$ cat src/rtl/mem_arbiter_pkg.sv
// mem_arb_pkg: shared state encoding and size limit for the memory-port arbiter
package mem_arb_pkg;
  localparam int MAX_PROCS = 16;
  typedef enum logic [1:0] {S_IDLE, S_GRANT, S_TURN} arb_state_e;
endpackage

$ cat src/rtl/mem_arbiter_if.sv
// mem_arbiter_if: request/grant bundle between the processor array and the arbiter
interface mem_arbiter_if #(
  parameter int num_procs = 4,
  parameter int owner_width = $clog2(num_procs)
) ();
  logic [num_procs-1:0] in_request;
  logic [num_procs-1:0] out_grant;
  logic [owner_width-1:0] out_owner;
  logic out_busy;
  modport master (output in_request, input out_grant, out_owner, out_busy);
  modport slave (input in_request, output out_grant, out_owner, out_busy);
endinterface

$ cat src/rtl/mem_arbiter_pick.sv
// rr_priority_pick: first set request bit scanning upward from start_i with wrap-around
module rr_priority_pick #(
  parameter int num_procs = 4,
  parameter int owner_width = $clog2(num_procs)
) (
  input  logic [num_procs-1:0]   req_i,
  input  logic [owner_width-1:0] start_i,
  output logic [num_procs-1:0]   grant_o,
  output logic [owner_width-1:0] idx_o,
  output logic                   found_o
);
  int j;
  always_comb begin
    grant_o = '0;
    idx_o = '0;
    found_o = 1'b0;
    j = 0;
    for (int i = 0; i < num_procs; i++) begin
      j = int'(start_i) + i;
      j = (j >= num_procs) ? j - num_procs : j;
      if (!found_o && req_i[j]) begin
        found_o = 1'b1;
        idx_o = owner_width'(j);
        grant_o[j] = 1'b1;
      end
    end
  end
endmodule

$ cat src/rtl/mem_arbiter.sv
// mem_arbiter: round-robin memory-port arbiter with one dead cycle between owners.
// Define MEM_ARB_TIMEOUT_EN to revoke a grant held max_hold cycles while others wait.
module mem_arbiter
  import mem_arb_pkg::*;
#(
  parameter int num_procs = 4,
  parameter int owner_width = $clog2(num_procs),
  parameter int max_hold = 64,
  parameter int hold_width = $clog2(max_hold + 1)
) (
  input  logic          in_clk,
  input  logic          in_reset,
  mem_arbiter_if.slave  bus
);
  if (num_procs < 2 || num_procs > MAX_PROCS) begin : g_bad_size
    $error("mem_arbiter: num_procs out of range");
  end
  localparam logic [owner_width-1:0] LAST = owner_width'(num_procs - 1);
  arb_state_e state_q;
  logic [num_procs-1:0] grant_q, pick_grant;
  logic [owner_width-1:0] owner_q, last_q, start, pick_idx;
  logic busy_q, pick_found, revoke;
  assign start = (last_q == LAST) ? '0 : last_q + 1'b1;
  rr_priority_pick #(.num_procs(num_procs), .owner_width(owner_width)) u_pick (
    .req_i(bus.in_request),
    .start_i(start),
    .grant_o(pick_grant),
    .idx_o(pick_idx),
    .found_o(pick_found)
  );
`ifdef MEM_ARB_TIMEOUT_EN
  logic [hold_width-1:0] hold_q;
  assign revoke = (hold_q == hold_width'(max_hold)) && |(bus.in_request & ~grant_q);
`else
  assign revoke = 1'b0;
`endif
  always_ff @(posedge in_clk or negedge in_reset) begin
    if (!in_reset) begin
      state_q <= S_IDLE;
      grant_q <= '0;
      owner_q <= '0;
      busy_q <= 1'b0;
      last_q <= LAST;
`ifdef MEM_ARB_TIMEOUT_EN
      hold_q <= '0;
`endif
    end else begin
      case (state_q)
        S_GRANT: begin
          if (!bus.in_request[owner_q] || revoke) begin
            grant_q <= '0;
            busy_q <= 1'b0;
            state_q <= S_TURN;
          end
`ifdef MEM_ARB_TIMEOUT_EN
          else hold_q <= (hold_q == hold_width'(max_hold)) ? hold_q : hold_q + 1'b1;
`endif
        end
        default: begin
          state_q <= pick_found ? S_GRANT : S_IDLE;
          if (pick_found) begin
            grant_q <= pick_grant;
            owner_q <= pick_idx;
            last_q <= pick_idx;
            busy_q <= 1'b1;
`ifdef MEM_ARB_TIMEOUT_EN
            hold_q <= '0;
`endif
          end
        end
      endcase
    end
  end
  assign bus.out_grant = grant_q;
  assign bus.out_owner = owner_q;
  assign bus.out_busy = busy_q;
endmodule

$ cat src/flat_wrapper.sv
// flat-port wrapper written by rule: the top's interface ports become plain ports
module mem_arbiter_flat import mem_arb_pkg::*;
#(
  parameter int num_procs = 4,
  parameter int owner_width = $clog2(num_procs),
  parameter int max_hold = 64,
  parameter int hold_width = $clog2(max_hold + 1)
)
  (in_clk, in_reset, bus_in_request, bus_out_grant, bus_out_owner, bus_out_busy);
  mem_arbiter_if #(.num_procs(num_procs), .owner_width(owner_width)) bus_i ();
  input  logic in_clk;
  input  logic in_reset;
  input wire logic [$bits(bus_i.in_request)-1:0] bus_in_request;
  output wire logic [$bits(bus_i.out_grant)-1:0] bus_out_grant;
  output wire logic [$bits(bus_i.out_owner)-1:0] bus_out_owner;
  output wire logic [$bits(bus_i.out_busy)-1:0] bus_out_busy;
  assign bus_i.in_request = bus_in_request;
  assign bus_out_grant = bus_i.out_grant;
  assign bus_out_owner = bus_i.out_owner;
  assign bus_out_busy = bus_i.out_busy;
  mem_arbiter #(.num_procs(num_procs), .owner_width(owner_width), .max_hold(max_hold), .hold_width(hold_width)) u_core (.in_clk(in_clk), .in_reset(in_reset), .bus(bus_i));
endmodule
$ cat config.mk
export PLATFORM = sky130hd
export DESIGN_NAME = mem_arbiter_flat
export DESIGN_NICKNAME = d
export VERILOG_FILES = /design/src/rtl/mem_arbiter_pkg.sv /design/src/rtl/mem_arbiter_if.sv /design/src/rtl/mem_arbiter_pick.sv /design/src/rtl/mem_arbiter.sv /design/src/flat_wrapper.sv
export SDC_FILE = /design/constraint.sdc
export NUM_CORES = 1
export LEC_CHECK = 0
export CORE_UTILIZATION = 40
export DETAILED_ROUTE_END_ITERATION = 7
export SYNTH_ARGS = -nofsm -noshare
export SYNTH_HDL_FRONTEND = slang
export SYNTH_SLANG_ARGS = --single-unit
$ cat constraint.sdc
create_clock -name in_clk -period 3.9 [get_ports in_clk]
set_input_delay 0.975 -clock in_clk [delete_from_list [all_inputs] [get_ports in_clk]]
set_output_delay 0.975 -clock in_clk [all_outputs]
set_load 0.01 [all_outputs]
==> metrics <==
Vias=835; unrepaired setup endpoints after global routing=false; GRT Overall Usage=20.0%; worst hold margin=0.483 ns; multiplexer share of the synthesized area=6.49%; critical path type=primary input to flip-flop; post-synthesis xor/xnor area fraction=0%; vias per cell=5.92; fraction of registers with async set/reset=100%; Slew headroom=61.2%; H-tree levels=1; Worst Skew=0.00549 ns; DR WL/cell=15.8 µm; synth warn=0; Starting Density=43.2%; Buffers on Ports=12; Die Span Y=51.1 µm; crit path DAT=2.95 ns; fmax=0.361 GHz; Detailed Route WL=2.22 mm; simple-gate share of the synthesized area=21.0%; pre-CTS setup slack=0.839 ns; row cnt=17; final hold vios=0; EDFF count, synth=0; clock sink total=11; number of global-route vias before repair=809; CTS Buf Count=3; first-pass iteration count of the detailed router=4; fin worst setup slack=1.13 ns; sequential share of power=22.4%; Worst Tran Pin Value=0.575 ns; Post-DRT Antenna Nets=0; mean post-synth cell area=9.65 µm²; Crit. End Element=flip-flop; post-cts resize count=0; Tmin final=2.77 ns; mapped cell area=965 µm²; largest buffer count on any clock path=2; setup TNS=0 ns; Pwr Density=1010 mW/mm²; Comb pwr share=70.4%; Yosys reg bits=11; CTS clk-pin slew, worst paths=0.07 ns; Switching Fraction=48.2%; Tcrit/Tclk final=71.1%; top cell type by total area after synthesis=dfrtp_1; initial antenna violation count=0; worst vdd ir=0.517 mV; total grt overflow=0; n_diodes=0; startpoint types=primary input; DP Wirelength=1.69 mm; # IOs=13; die footprint=0.00261 mm²; outcome=finished, final reports clean; Final setup viols=0; synthesis-to-layout area growth=15.0%; MaxCap Viol Count=0; Switch Pwr=539 µW; Placer Congestion=0.894; Synth Area in Adders=10.4%; layout cell share with drive strength beyond 1=15.9%; Synth Area in Compound Gates=28.0%; Pleak=0.446 nW; # DRC=0; 1st-iter DRT viols=21; Mapped Nets=114; worst-skew pair later-pin latency=0.28 ns; first-pass GRT wire length=3.76 mm; Min-Delay Path Class=flip-flop to flip-flop; Critical Path Fanout Max=16; Core Region=0.00223 mm²; largest net degree at the start of global routing=17; nets@finish=128; Worst Path Required=4.08 ns; Yosys top cell area share=23.3%; CTS tree=done; Gate Count Post-Synth=100; root buffer cell=clkbuf_4; clock share of power=7.2%; post-synthesis sequential area ratio=28.8%; Die X=51.1 µm; max-slew violation count=0; Synth Flop Type=dfrtp_1; Area contributors post-synth=dfrtp_1 (23%), ha_1 (10%), dfstp_2 (5.4%); Post-CTS Hold Buffers=0; internal power=579 µW; Post-CTS Repair Setup Buffers=0; main combinational cell family by area after synthesis=compound AO/OA/AOI/OAI gates; Netlist cell types=39
-- synth_stat cells, types with 2 or more instances --
cell and count:
a21o_2 2, a21oi_1 5, a222oi_1 4, a31oi_1 4
buf_6 2, dfrtp_1 9, dfstp_2 2, ha_1 8
inv_1 4, mux2i_1 4, nand2_1 7, nand2b_1 3
nand3_1 5, nor2_1 12, o211ai_1 2, o21a_1 3
o21ai_0 2
-- layout by cell type, fill, tap and decap left out, drive strengths merged, types with 3 or more instances in the layout --
cell type	n
clkdlybuf4s50	12
ha	8
a31oi	4
nand2b	3
mux2i	4
inv	4
o21a	3
dfrtp	9
a21oi	7
a222oi	4
nor2	12
nand3	5
a21o	3
nand2	7
clkbuf	4
-- worst max-delay path, cell delays in order --
cell and delay [ns]:
clkdlybuf4s50_1 0.59, nor3b_4 0.30, o2bb2ai_1 0.11, a22o_1 0.27
a21oi_4 0.36, and4_4 0.29, nor2_1 0.05
-- cells by family (layout without fill, tap and decap cells) --
logic type,after synthesis,in the layout
and+or+nand+nor,36,36
AOI/OAI and AO/OA,33,33
DFF,11,11
adders and majority gates,8,8
buffers and inverters,7,20
muxes,5,5
-- sequential cells by signal, summed over array words and instances, names as in the netlist --
register	count
u_core.bus.out_grant	4
u_core.bus.out_owner	2
u_core.last_q	2
u_core.state_q	2
u_core.bus.out_busy	1
-- final cells by class --
type / count / area [µm²]
timing repair buffer: 12 / 120
inverter: 4 / 15.0
tap: 28 / 35.0
multi-input combinational: 82 / 636
sequential: 11 / 278
fill: 233 / 1120
clock buffer: 4 / 26.3
-- power groups by stage --
stage / logic [mW] / clock network (mW) / registers (mW)
floorplan: 0.616 / 0 / 0.240
global placement: 0.777 / 0 / 0.253
detailed placement: 0.780 / 0 / 0.253
CTS: 0.784 / 0.0812 / 0.252
global route: 0.867 / 0.0877 / 0.263
finish: 0.787 / 0.0806 / 0.250
-- per-stage QoR --
stage / cells / utilization, % / total power, mW / area [µm²]
6_report: 141 / 49.7 / 1.12 / 1110
5_1_grt: 141 / 49.7 / 1.22 / 1110
4_1_cts: 141 / 49.7 / 1.12 / 1110
3_5_place_dp: 137 / 48.5 / 1.03 / 1080
3_3_place_gp: 137 / 48.5 / 1.03 / 1080
2_1_floorplan: 100 / - / 0.856 / 965
-- routing by layer --
| layer | part of all wire (%) | global-route usage, % |
|---|---|---|
| met5 | 0 | 0 |
| met4 | 0.86 | 6.02 |
| met3 | 5.7 | 6.55 |
| met2 | 47 | 30.7 |
| met1 | 47 | 26.3 |
-- worst paths after layout --
path | from | to | slack, ns | cells past startpoint
setup / recovery | bus_in_request[2] | u_core.bus.out_owner[0] | 1.13 | 7
hold / removal | u_core.bus.out_busy | u_core.bus.out_busy | 0.48 | 1
setup reg to reg | u_core.last_q[0] | u_core.bus.out_owner[0] | 1.22 | 7
hold reg to reg | u_core.bus.out_busy | u_core.bus.out_busy | 0.48 | 1
max in group asynchronous | in_reset | u_core.last_q[1] | 2.54 | 1
min in group asynchronous | in_reset | u_core.state_q[0] | 1.01 | 1
Power figures use the tool's default switching activity.
